`config.mk`:
```
export PLATFORM = sky130hd
export DESIGN_NAME = bit_serializer
export DESIGN_NICKNAME = d
export VERILOG_FILES = /design/src/rtl/bit_serializer_pkg.sv /design/src/rtl/bit_serializer.sv
export SDC_FILE = /design/constraint.sdc
export NUM_CORES = 1
export LEC_CHECK = 0
export BUFFER_PORTS_ARGS = -buffer_cell sky130_fd_sc_hd__buf_4
export CAP_MARGIN = 40
export CORE_UTILIZATION = 60
export CTS_BUF_LIST = sky130_fd_sc_hd__clkbuf_2
export DETAILED_ROUTE_END_ITERATION = 6
export GPL_TIMING_DRIVEN = 0
export PLACE_DENSITY_LB_ADDON = 0.1
export SYNTH_ARGS = -nofsm -noshare
export SYNTH_HDL_FRONTEND = slang
export SYNTH_SLANG_ARGS = --single-unit
```
`constraint.sdc`:
```
create_clock -name clk -period 4.33 [get_ports clk]
set_input_delay 0.6495 -clock clk [delete_from_list [all_inputs] [get_ports clk]]
set_output_delay 0.6495 -clock clk [all_outputs]
set_load 0.01 [all_outputs]
```
`src/rtl/bit_serializer_pkg.sv`:
```
// Shared types and constants for the bit serializer.
package bit_serializer_pkg;

    typedef enum logic [1:0] {
        IDLE  = 2'd0,
        SHIFT = 2'd1,
        GAP   = 2'd2
    } ser_state_t;

    localparam logic IDLE_LEVEL_DEF = 1'b0;

    // Bit index width; kept at least 1 so the counter is never zero-width.
    function automatic int cnt_w(input int w);
        return (w <= 2) ? 1 : $clog2(w);
    endfunction

endpackage

```
`src/rtl/bit_serializer.sv`:
```
// Parallel-in, serial-out stage with valid/ready intake, framing strobes
// and a fixed inter-word idle gap.
module bit_serializer
    import bit_serializer_pkg::*;
#(
    parameter int   WIDTH      = 8,
    parameter bit   MSB_FIRST  = 1'b1,
    parameter int   GAP_CYCLES = 0,
    parameter logic IDLE_LEVEL = IDLE_LEVEL_DEF
) (
    input  logic             clk,
    input  logic             rst_n,
    input  logic [WIDTH-1:0] in_data,
    input  logic             in_valid,
    output logic             in_ready,
    output logic             ser_out,
    output logic             ser_valid,
    output logic             ser_first,
    output logic             ser_last,
    output logic             busy
);

    localparam int              IW       = cnt_w(WIDTH);
    localparam logic [IW-1:0]   IDX_LAST = IW'(WIDTH - 1);
    localparam logic [3:0]      GAP_LAST = (GAP_CYCLES > 0) ? 4'(GAP_CYCLES - 1) : 4'd0;

    ser_state_t       state_q, state_d;
    logic [WIDTH-1:0] sr_q, sr_d;
    logic [IW-1:0]    idx_q, idx_d;
    logic [3:0]       gap_q, gap_d;
    logic             ser_out_q, ser_out_d;
    logic             ser_valid_q, ser_valid_d;
    logic             ser_first_q, ser_first_d;
    logic             ser_last_q, ser_last_d;
    logic             at_last;
    logic             take;

    assign at_last  = (state_q == SHIFT) && (idx_q == IDX_LAST);
    assign in_ready = (state_q == IDLE) || (at_last && (GAP_CYCLES == 0));
    assign take     = in_valid && in_ready;

    always_comb begin
        state_d = state_q;
        sr_d    = sr_q;
        idx_d   = idx_q;
        gap_d   = gap_q;
        case (state_q)
            IDLE: begin
                if (take) begin
                    state_d = SHIFT;
                    sr_d    = in_data;
                    idx_d   = '0;
                end
            end
            SHIFT: begin
                if (at_last) begin
                    if (take) begin
                        sr_d  = in_data;
                        idx_d = '0;
                    end else if (GAP_CYCLES == 0) begin
                        state_d = IDLE;
                    end else begin
                        state_d = GAP;
                        gap_d   = '0;
                    end
                end else begin
                    sr_d  = MSB_FIRST ? {sr_q[WIDTH-2:0], 1'b0} : {1'b0, sr_q[WIDTH-1:1]};
                    idx_d = idx_q + IW'(1);
                end
            end
            GAP: begin
                if (gap_q == GAP_LAST) begin
                    state_d = IDLE;
                    gap_d   = '0;
                end else begin
                    gap_d = gap_q + 4'd1;
                end
            end
            default: state_d = IDLE;
        endcase

        // Outputs are registered from the next state so a word's first bit
        // appears in the cycle right after the accepting edge.
        ser_valid_d = (state_d == SHIFT);
        ser_out_d   = ser_valid_d ? (MSB_FIRST ? sr_d[WIDTH-1] : sr_d[0]) : IDLE_LEVEL;
        ser_first_d = ser_valid_d && (idx_d == '0);
        ser_last_d  = ser_valid_d && (idx_d == IDX_LAST);
    end

    always_ff @(posedge clk or negedge rst_n) begin
        if (!rst_n) begin
            state_q     <= IDLE;
            sr_q        <= '0;
            idx_q       <= '0;
            gap_q       <= '0;
            ser_out_q   <= IDLE_LEVEL;
            ser_valid_q <= 1'b0;
            ser_first_q <= 1'b0;
            ser_last_q  <= 1'b0;
        end else begin
            state_q     <= state_d;
            sr_q        <= sr_d;
            idx_q       <= idx_d;
            gap_q       <= gap_d;
            ser_out_q   <= ser_out_d;
            ser_valid_q <= ser_valid_d;
            ser_first_q <= ser_first_d;
            ser_last_q  <= ser_last_d;
        end
    end

    assign ser_out   = ser_out_q;
    assign ser_valid = ser_valid_q;
    assign ser_first = ser_first_q;
    assign ser_last  = ser_last_q;
    assign busy      = (state_q != IDLE);

endmodule

```
* Yosys cells after proc, flatten, opt, wreduce, memory -nomap -nowiden *
Cells that the tools add are included.

storage, ports and cells
  register bits after elaboration = 21

operators by class
  add/subtract/negate cells = 2
  equal/unequal tests = 5
  mux-type cells = 13
  reductions and logical operators = 10

operator list
  kind                   count
  $mux W8                2
  $pmux W8 S2            1
  $mux W2                4
  $eq A3 B3 Y1 const B   2
  $mux W3                2
  $pmux W2 S3            1
  $pmux W3 S2            1
  $add A4 B1 Y4 const B  1
  $eq A2 B1 Y1 const B   2
  $logic_and A1 B1 Y1    4
  $logic_not A4 Y1       1
  $mux W4                1
  $reduce_bool A2 Y1     2
  $add A3 B1 Y3 const B  1
  $logic_not A3 Y1       1
  $eq A2 B2 Y1 const B   1
  $logic_not A2 Y1       1
  $logic_or A1 B1 Y1     1
  $mux W1                1

* Depth between registers and ports, before layout *
Gate-level depths: netlist (run 1).

  word-level depth = 9
  gate-level depth with buffers = 6
  gate-level depth less buffers = 5

* Worst setup path before layout (run 1) *
Ideal clock, no wire load.

  path kind = register to output
  start point = reg idx_q[0]
  end point = out in_ready
  arrival time = 1.085 ns
  slack = 2.595 ns
  cell stages (with the launch flop) = 5
  cells stage by stage = dfrtp_1 > ha_1 > ha_1 > nor2b_4 > nor2_1

on the way
  longest elaborated chain between the ends = 3

RTL lines
  what                    RTL line               text
  from (decl)             bit_serializer.sv:29   logic [IW-1:0] idx_q, idx_d;
  from (signal assigned)  bit_serializer.sv:103  idx_q <= idx_d;
  $eq A3 B3 Y1            bit_serializer.sv:38   assign at_last = (state_q == SHIFT) && (idx_q == IDX_LAST);
  $logic_and A1 B1 Y1     bit_serializer.sv:38
  $logic_or A1 B1 Y1      bit_serializer.sv:39   assign in_ready = (state_q == IDLE) || (at_last && (GAP_CYCLES == 0));
  to (decl)               bit_serializer.sv:15   output logic in_ready,

No other way between the ends.

* Worst setup path in the final report (run 1) *
Same ends and word-level chain as after synthesis.

==> summary.md, run 1 <==
| Metric | Value |
|---|---|
| Commonest cells after routing, fill and taps aside | `dfrtp_1, buf_4, and3b_2, o2bb2ai_2, a31oi_1` |
| DR iter-0 viols | `13` |
| Post-synthesis sequential area ratio | `0.468` |
| CTS resizes | `0` |
| Min Tclk post-route | `~2.3 ns` |
| M3 GR Usage | `0.0245` |
| Initial Util | `0.679` |
| Core ar. | `between 1500 and 2000 sq um` |
| Status | `finished clean` |
| Cell Count, Final, Fillers Out | `around 120` |
| Met1 usage | `0.281` |
| RSZ-0062 raised after global routing | `false` |
| Worst-path fanout max | `9` |
| Syn. warnings | `0` |
| Clock root buffer | `clkbuf_2` |
| Largest net degree at the start of global routing | `21` |
| First-pass GRT wire length | `roughly 3.1 mm` |
| Final layout net count | `between 100 and 150` |
| Vias | `690` |
| Core Rows | `14` |
| Final Slew Violations | `0` |
| Setup Viol. Count Final | `0` |
| Worst-Margin Slew | `0.302 ns` |
| CTS tree | `done` |
| Total of max-cap violations | `0` |
| WP data arrival | `1.65 ns` |
| Die height | `roughly 44 um` |
| Clk_lat worst skew | `about 0.29 ns` |
| Grt ovf | `0` |
| H-tree depth | `1` |
| GRT Overall Usage | `0.217` |
| TNS Setup | `0 ns` |
| Synth cell types | `30` |
| P per Cell Area | `approximately 530 nW/um^2` |
| Post-Synthesis Cell Area | `between 1000 and 1500 sq um` |
| Drt pass-1 iters | `4` |
| Setup WS post-layout | `just over 2 ns` |
| Leakage power | `around 0.61 nW` |
| Syn Area/Cell | `between 10 and 15 sq um` |
| Bufs on Longest Clock Path | `2` |
| Commonest non-fill, non-tap cell in the layout | `dfrtp_1` |
| Setup crit end kind | `output port` |
| Clk slew on worst S/H paths | `between 0.15 and 0.2 ns` |
| Gr busiest metal | `met2` |
| Post-Syn Instances | `between 80 and 90` |
| CP Class | `flip-flop to output port` |
| Routed wire length | `between 1.5 and 2 mm` |
| WL/cell | `between 15 and 20 um` |
| Syn nets | `99` |
| Hold buffers post-CTS | `0` |
| Die area | `~2000 sq um` |
| CTS Sinks | `20` |
| Port Buffers | `15` |
| Final period util | `0.532` |
| Post-DP HPWL | `approximately 1.3 mm` |
| Post-DRT Antenna Nets | `0` |
| Layout cell share with drive strength beyond 1 | `0.451` |
| Vias per cell | `5.85` |
| Drt drc | `0` |
| Clock buffer count from CTS | `3` |
| Highest clock rate | `434 MHz` |
| Max VDD drop | `about 0.40 mV` |
| Die Width | `44.2 um` |
| Post-CTS setup buffer count | `0` |
| Post-synthesis register bit count | `20` |
| R2R depth | `6` |
| Initial antenna violation count | `0` |
| Fin util | `0.772` |
| Max_slew headroom | `0.799` |
| Number of diodes | `0` |
| M2 GR Usage | `0.379` |
| Vias in the first global route | `slightly above 700` |
| Area Growth Syn to Fin | `13.8%` |
| Critical Path RT | `~3.7 ns` |
| Setup crit start kind | `flip-flop` |
| Final-report hold violation count | `0` |
| Placed cells | `around 120` |
| Post-Place Setup Slack | `around 2.4 ns` |
| Number of placed I/O pins | `17` |
| Hold WC Path Type | `input port to asynchronous set/reset pin` |
| GPL Wtd Cong | `0.693` |
| Fin Clk Skew | `0.00444 ns` |
## logic make-up after synthesis
group,share of synthesized area
AND/OR/NAND/NOR,0.174
AO/OA/AOI/OAI,0.218
flip-flops,0.468
buffers and inverters,0.0760
adder cells (fa/ha/maj),0.0468
XOR/XNOR,0.00819
multiplexers,0.00936
## layout make-up
class	count	area [sq um]
flip-flops and latches	20	500
well taps	16	20.0
clock buffers	3	15.0
multi-input cells	54	488
plain buffers	5	62.6
repair buffers	15	113
fillers	114	359
inverters	5	18.8
## stage by stage
stage               hold slack, ns  instance area [sq um]  power [mW]
global placement             0.462                   1200       0.568
CTS                          0.194                   1220       0.652
detailed placement           0.471                   1200       0.580
floorplan                    0.354                   1070       0.501
global route                 0.198                   1220       0.688
finish                       0.194                   1220       0.645
## layer usage
| layer | routed length [um] | vias to the layer above |
|---|---|---|
| met5 | 0 | - |
| met1 | 819 | 344 |
| met2 | 983 | 11 |
| li1 | - | 333 |
| met3 | 45 | 2 |
| met4 | 9 | 0 |
## critical path, stage by stage, from the launching register on
cell	delay [ns]
dfrtp_1	0.47
ha_1	0.22
ha_1	0.29
nor2b_4	0.19
nor2_1	0.05
buf_4	0.14
## cells in the mapped netlist, drive strengths merged
library cell	instances	area [sq um]
and3	1	6.26
inv	5	18.8
o21bai	1	18.8
a31oi	7	58.8
a21o	2	15.0
nand2b	3	18.8
nor2	5	18.8
ha	4	50.1
and3b	7	70.1
dfrtp	20	500
nand3	1	5.00
o2bb2ai	7	105
a21oi	1	5.00
o21ai	1	5.00
buf	5	62.6
nor3	1	10.0
nor2b	2	27.5
a22o	2	17.5
nand2	4	17.5
nand4	1	6.26
or2	1	6.26
xnor2	1	8.76
o21a	1	7.51
mux2i	1	10.0
## registers in the layout, indices dropped and copies added, names as in the netlist
| signal | cells |
|---|---|
| ser_first | 1 |
| ser_valid | 1 |
| ser_out | 1 |
| state_q | 2 |
| sr_q | 7 |
| gap_q | 4 |
| idx_q | 3 |
| ser_last | 1 |
## final timing paths
path | start | endpoint | slack, ns
max in group asynchronous | rst_n | gap_q[1] | 3.93
hold / removal | rst_n | ser_out | 0.19
setup / recovery | idx_q[0] | in_ready | 2.03
hold reg to reg | gap_q[3] | gap_q[3] | 0.50
min in group clk | gap_q[3] | gap_q[3] | 0.50
setup reg to reg | idx_q[0] | sr_q[4] | 2.62
## power breakdown
group          total [mW]  internal [mW]  switching [mW]  leakage, nW
Combinational       0.305          0.162           0.143        0.338
Sequential          0.270          0.238          0.0316        0.258
Clock              0.0706         0.0189          0.0517       0.0125
Total               0.645          0.419           0.226        0.609
Note: power is estimated with default switching activity, not from simulation.
==> inputs of run 2 (changes only) <==
CORE_UTILIZATION = 57   (was 60)
clock period = 2.4 ns   (was 4.33 ns; I/O delays follow)
==> run 2 against run 1 <==
  * Die area is 5.0% higher
  * Clock power rose by 100%
  * Global-route usage rose by 0.86 points
  * Worst setup slack lost 1.7 ns
  * Final area rose by 2.1%
  * Non-clock buffer count is 1 higher
==> summary.md, run 2 (synthesis gave the netlist of run 1 again) <==
| Metric | Value |
|---|---|
| Critical Path Most Common Cell | `ha_1` |
| Buf+Inv Stages, Crit Path | `1` |
| Layout cell share with drive strength beyond 1 | `0.442` |
| Highest cell delay on the worst timing path | `between 0.4 and 0.5 ns` |
| Min-delay src | `in_data[0]` |
| Drt drc | `0` |
| Die Width | `between 40 and 50 um` |
| Die height | `45.3 um` |
| Leakage power | `~0.6 nW` |
| Core ar. | `1750 sq um` |
| Sequential share of power | `0.409` |
| Post-DP HPWL | `between 1 and 1.5 mm` |
| Final Slew Violations | `0` |
| Critical path's slowest cell | `dfrtp_1` |
| Final layout net count | `120` |
| Post-CTS setup buffer count | `0` |
| Clock power frac | `0.119` |
| FF-to-FF End | `sr_q[4]` |
| Final-report hold violation count | `0` |
| Total of max-cap violations | `0` |
| Max reg flops | `7` |
| Switching power share of the total | `0.364` |
| H-tree depth | `1` |
| Bufs on Longest Clock Path | `2` |
| Commonest non-fill, non-tap cell in the layout | `dfrtp_1` |
| Critical Path RT | `between 2 and 2.5 ns` |
| Initial Util | `0.613` |
| CTS resizes | `0` |
| Top flop regs | `sr_q: 7 flops, gap_q: 4 flops, idx_q: 3 flops` |
| Highest clock rate | `between 400 and 500 MHz` |
| Worst-path cell chain | `ha_1 -> ha_1 -> nor2b_4 -> nor2_1 -> buf_4` |
| Sw Pwr | `between 0.4 and 0.5 mW` |
| CP Class | `flip-flop to output port` |
| R2R depth | `6` |
| Fillers | `136` |
| Area Growth Syn to Fin | `16.1%` |
| Vias per cell | `roughly 5.5` |
| Clock root buffer | `clkbuf_2` |
| Core Rows | `15` |
| Worst-Margin Slew | `between 0.3 and 0.4 ns` |
| Max_slew headroom | `0.794` |
| CTS Sinks | `20` |
| Setup Viol. Count Final | `0` |
| Port Buffers | `15` |
| Top reg by flops | `sr_q` |
| Max VDD drop | `slightly below 0.9 mV` |
| Vias in the first global route | `between 700 and 800` |
| Cell Count, Final, Fillers Out | `about 130` |
| Initial antenna violation count | `0` |
| First-pass GRT wire length | `3.19 mm` |
| Comb power frac | `0.472` |
| GPL Wtd Cong | `0.676` |
| Hold endpoint | `sr_q[0]` |
| GRT Overall Usage | `0.226` |
| Number of diodes | `0` |
| Routed wire length | `about 1.9 mm` |
| RSZ-0062 raised after global routing | `false` |
| Final period util | `0.874` |
| Clk_lat worst skew | `between 0.3 and 0.4 ns` |
| Status | `finished clean` |
| Placed cells | `124` |
| Drt pass-1 iters | `4` |
| Pwr Total | `~1.2 mW` |
| FF-to-FF setup slack | `between 0.6 and 0.7 ns` |
| Post-DRT Antenna Nets | `0` |
| WL/cell | `around 15 um` |
| Vias | `710` |
| Top Family by Delay on Critical Path | `adder cells` |
| Clk slew on worst S/H paths | `0.19 ns` |
| Setup crit start kind | `flip-flop` |
| Fin Clk Skew | `roughly 0.0018 ns` |
| P per Cell Area | `961 nW/um^2` |
| FF-to-FF Start | `idx_q[0]` |
| Pint | `~0.76 mW` |
| Worst hold stages | `3` |
| Number of placed I/O pins | `17` |
| Die area | `2050 sq um` |
| TNS Setup | `0 ns` |
| Largest net degree at the start of global routing | `21` |
| Setup crit end kind | `output port` |
| Commonest cells after routing, fill and taps aside | `dfrtp_1, buf_4, and3b_2, o2bb2ai_2, a31oi_1` |
| CTS tree | `done` |
| Worst-path fanout max | `9` |
| DR iter-0 viols | `4` |
| Hold buffers post-CTS | `1` |
| Min Tclk post-route | `2.10 ns` |
| Grt ovf | `0` |
| Hold WC Path Type | `input port to flip-flop` |
| Clock buffer count from CTS | `3` |
| WP data arrival | `between 1.5 and 2 ns` |
[run 2: cell count changes in the layout (fill, tap and decap cells not counted), sizes merged]
cell	change
clkinv	+1
dlygate4sd3	+1
[run 2: layer usage]
layer	part of all wire	vias to the layer above	track usage	wire length, um
met5	0	-	0	0
met4	0.024	0	0.133	46
met3	0.028	6	0.0240	55
met2	0.50	19	0.377	968
met1	0.45	346	0.282	866
li1	-	339	-	-
[run 2: power by group through the flow]
stage               clock, mW  combinational, mW  sequential, mW
floorplan                   0              0.412           0.491
global placement            0              0.542           0.490
detailed placement          0              0.561           0.494
CTS                     0.146              0.569           0.488
global route            0.161              0.616           0.498
finish                  0.142              0.564           0.488
[run 2: final cells by class]
cell class / count / area, sq um / share of cell area
Sequential cell: 20 / 500 / 0.403
Multi-Input combinational cell: 54 / 488 / 0.393
Timing Repair Buffer: 16 / 123 / 0.0987
Buffer: 5 / 62.6 / 0.0504
Tap cell: 25 / 31.3 / 0.0252
Inverter: 5 / 18.8 / 0.0151
Clock buffer: 3 / 15.0 / 0.0121
Clock inverter: 1 / 3.75 / 0.00302
[run 2: tightest hold or removal path: stages]
cell,delay (ns)
buf_4,0.11
nand2b_1,0.08
o2bb2ai_2,0.05
[run 2: worst max-delay path by stage]
stage,slack [ns],depth (start not counted),endpoint,startpoint
2_1_floorplan,0.86,6,sr_q[1],idx_q[0]
3_3_place_gp,0.72,6,sr_q[4],idx_q[0]
3_5_place_dp,0.67,6,sr_q[4],idx_q[0]
4_1_cts,0.29,5,in_ready,idx_q[0]
5_1_grt,0.19,5,in_ready,idx_q[0]
6_report,0.30,5,in_ready,idx_q[0]
[run 2: stage by stage]
stage	hold slack [ns]	cell area, sq um	util	worst slack (ns)
global placement	0.252	1210	0.695	0.723
finish	0.288	1240	0.712	0.302
global route	0.254	1240	0.712	0.192
floorplan	0.0644	1070	-	0.864
CTS	0.278	1240	0.712	0.292
detailed placement	0.252	1210	0.695	0.672
==> inputs of run 3 (changes only) <==
ABC_AREA = 1   (was unset)
SKIP_LAST_GASP = 1   (was unset)
==> run 3 against run 2 <==
  * Register-to-register slack better by 0.22 ns
  * Hold slack got worse by 0.038 ns
  * Clock power is 6% higher
  * Via count up 16%
  * Sequential cell count increased by 1
  * Cell count up 25%
  * Critical path depth increased by 2
  * Clock skew increased by 0.015 ns
  * Die area down 0.66%
  * Final area up 0.10%
  * Sequential power up 5.7%
  * Largest power group unchanged
  * Highest routed layer unchanged
==> summary.md, run 3 <==
| Metric | Value |
|---|---|
| Status | `finished clean` |
| Clk slew on worst S/H paths | `0.20 ns` |
| Total of max-cap violations | `0` |
| Max_slew headroom | `0.824` |
| Die height | `45.2 um` |
| Post-synthesis sequential area ratio | `0.495` |
| Critical path's slowest cell | `dfrtp_1` |
| GPL Wtd Cong | `between 0.7 and 0.8` |
| Synth cell types | `22` |
| Die Width | `around 45 um` |
| Fin Clk Skew | `roughly 0.017 ns` |
| Largest net degree at the start of global routing | `22` |
| Pwr Total | `1.23 mW` |
| Worst-path cell chain | `ha_1 -> ha_1 -> inv_1 -> nand2_4 -> nand2_1 -> inv_2 -> buf_4` |
| WP data arrival | `~1.7 ns` |
| Highest cell delay on the worst timing path | `~0.46 ns` |
| GRT Overall Usage | `0.218` |
| Clock buffer count from CTS | `3` |
| Post-synth EDFFs | `0` |
| Grt ovf | `0` |
| Number of placed I/O pins | `17` |
| Clock root buffer | `clkbuf_2` |
| Critical Path Most Common Cell | `ha_1` |
| Core Rows | `15` |
| Hold buffers post-CTS | `1` |
| Min Tclk post-route | `about 2.1 ns` |
| DR iter-0 viols | `20` |
| Synth Flop Type | `dfrtp_1` |
| WL/cell | `~12 um` |
| Syn. warnings | `0` |
| Drt pass-1 iters | `4` |
| Setup Viol. Count Final | `0` |
| Post-synthesis register bit count | `21` |
| TNS Setup | `0 ns` |
| Bufs on Longest Clock Path | `2` |
| Core ar. | `between 1500 and 2000 sq um` |
| Post-DRT Antenna Nets | `0` |
| Max VDD drop | `0.599 mV` |
| Final period util | `0.866` |
| Top reg by flops | `sr_q` |
| Die area | `a little over 2000 sq um` |
| Drt drc | `0` |
| RSZ-0062 raised after global routing | `false` |
| Initial Util | `0.609` |
| P per Cell Area | `approximately 1000 nW/um^2` |
| Setup crit start kind | `flip-flop` |
| Area share of the largest cell type after synthesis | `0.495` |
| Post-synth ARST share | `1.00` |
| Routed wire length | `1.85 mm` |
| Vias in the first global route | `slightly below 800` |
| Post-DP HPWL | `~1.4 mm` |
| Post-CTS setup buffer count | `0` |
| Final-report hold violation count | `0` |
| Post-Place Setup Slack | `between 0.7 and 0.8 ns` |
| Worst hold slack | `around 0.25 ns` |
| CP Class | `flip-flop to output port` |
| CTS tree | `done` |
| CTS resizes | `0` |
| Syn nets | `130` |
| Worst-path fanout max | `6` |
| Final Slew Violations | `0` |
| Top cells by count, synth | `dfrtp_1, inv_1, nor2_1, nand2_1, o21ai_0` |
| Initial antenna violation count | `0` |
| Layout cell share with drive strength beyond 1 | `0.272` |
| Setup WS post-layout | `roughly 0.32 ns` |
| Vias per cell | `5.11` |
| Largest area contributor in the netlist | `dfrtp_1` |
| Syn Area/Cell | `just over 9 sq um` |
| Top flop regs | `sr_q: 8 flops, gap_q: 4 flops, idx_q: 3 flops` |
| Critical Path RT | `just over 2 ns` |
| Buf+Inv Stages, Crit Path | `3` |
| Vias | `~820` |
| CTS Sinks | `21` |
| Highest clock rate | `about 480 MHz` |
| Post-Syn Instances | `between 100 and 150` |
| Final layout net count | `between 150 and 200` |
| H-tree depth | `1` |
| Most frequent cell after synthesis | `dfrtp_1` |
| Post-Synthesis Cell Area | `roughly 1100 sq um` |
| Max reg flops | `8` |
| Leakage power | `~0.66 nW` |
| Top Family by Delay on Critical Path | `flip-flops` |
| Clk_lat worst skew | `~0.32 ns` |
| First-pass GRT wire length | `3.09 mm` |
| Setup crit end kind | `output port` |
| Top post-synthesis cells by area | `dfrtp_1, inv_1, o21ai_0` |
| Port Buffers | `16` |
| Commonest cells after routing, fill and taps aside | `dfrtp_1, buf_4, inv_1, nor2_1, nand2_1` |
| Worst-Margin Slew | `around 0.26 ns` |
| Number of diodes | `0` |
| Commonest non-fill, non-tap cell in the layout | `dfrtp_1` |
| Hold WC Path Type | `input port to flip-flop` |
| Area Growth Syn to Fin | `17.1%` |
## run 3: tightest hold or removal path: stages
cell     delay [ns]
buf_4          0.08
o21ai_0        0.07
nand2_1        0.05
## run 3: metrics by stage
step / area, sq um / utilization / cells
2_1_floorplan: 1060 / - / 115
3_3_place_gp: 1210 / 0.695 / 156
3_5_place_dp: 1210 / 0.695 / 156
4_1_cts: 1240 / 0.713 / 161
5_1_grt: 1240 / 0.713 / 161
6_report: 1240 / 0.713 / 161
## run 3: area by class of cell
type	count	area [sq um]
flip-flops and latches	21	526
fillers	132	502
multi-input cells	75	458
repair buffers	17	130
inverters	18	67.6
well taps	25	31.3
clock buffers	4	20.0
plain buffers	1	11.3
## run 3: per-layer routing
layer,track usage,vias to the layer above,part of all wire
met1,0.257,380,0.46
met3,0.0240,4,0.038
met5,0,-,0
met2,0.380,23,0.48
met4,0.127,0,0.020
li1,-,416,-
## run 3: power breakdown
part           total [mW]  switching (mW)  internal, mW  leakage (nW)
logic               0.559           0.326         0.233         0.371
clock network       0.150           0.106        0.0441        0.0166
registers           0.516          0.0617         0.455         0.270
## run 3: worst paths after layout
path | from | to | slack (ns) | cells past startpoint
max | idx_q[0] | in_ready | 0.32 | 7
min | in_data[6] | sr_q[6] | 0.25 | 3
max reg2reg | idx_q[0] | idx_q[0] | 0.86 | 8
min reg2reg | idx_q[2] | idx_q[2] | 0.52 | 2
max in group asynchronous | rst_n | gap_q[3] | 1.76 | 2
min in group asynchronous | rst_n | gap_q[2] | 0.42 | 2
## run 3: cell families (layout without fill, tap and decap cells)
group | Yosys count | after routing | share of synthesized area
AND/OR/NAND/NOR | 42 | 42 | 0.221
AO/OA/AOI/OAI | 27 | 27 | 0.146
flip-flops | 21 | 21 | 0.495
XOR/XNOR | 2 | 2 | 0.0165
buffers and inverters | 19 | 40 | 0.0742
adder cells (fa/ha/maj) | 4 | 4 | 0.0471
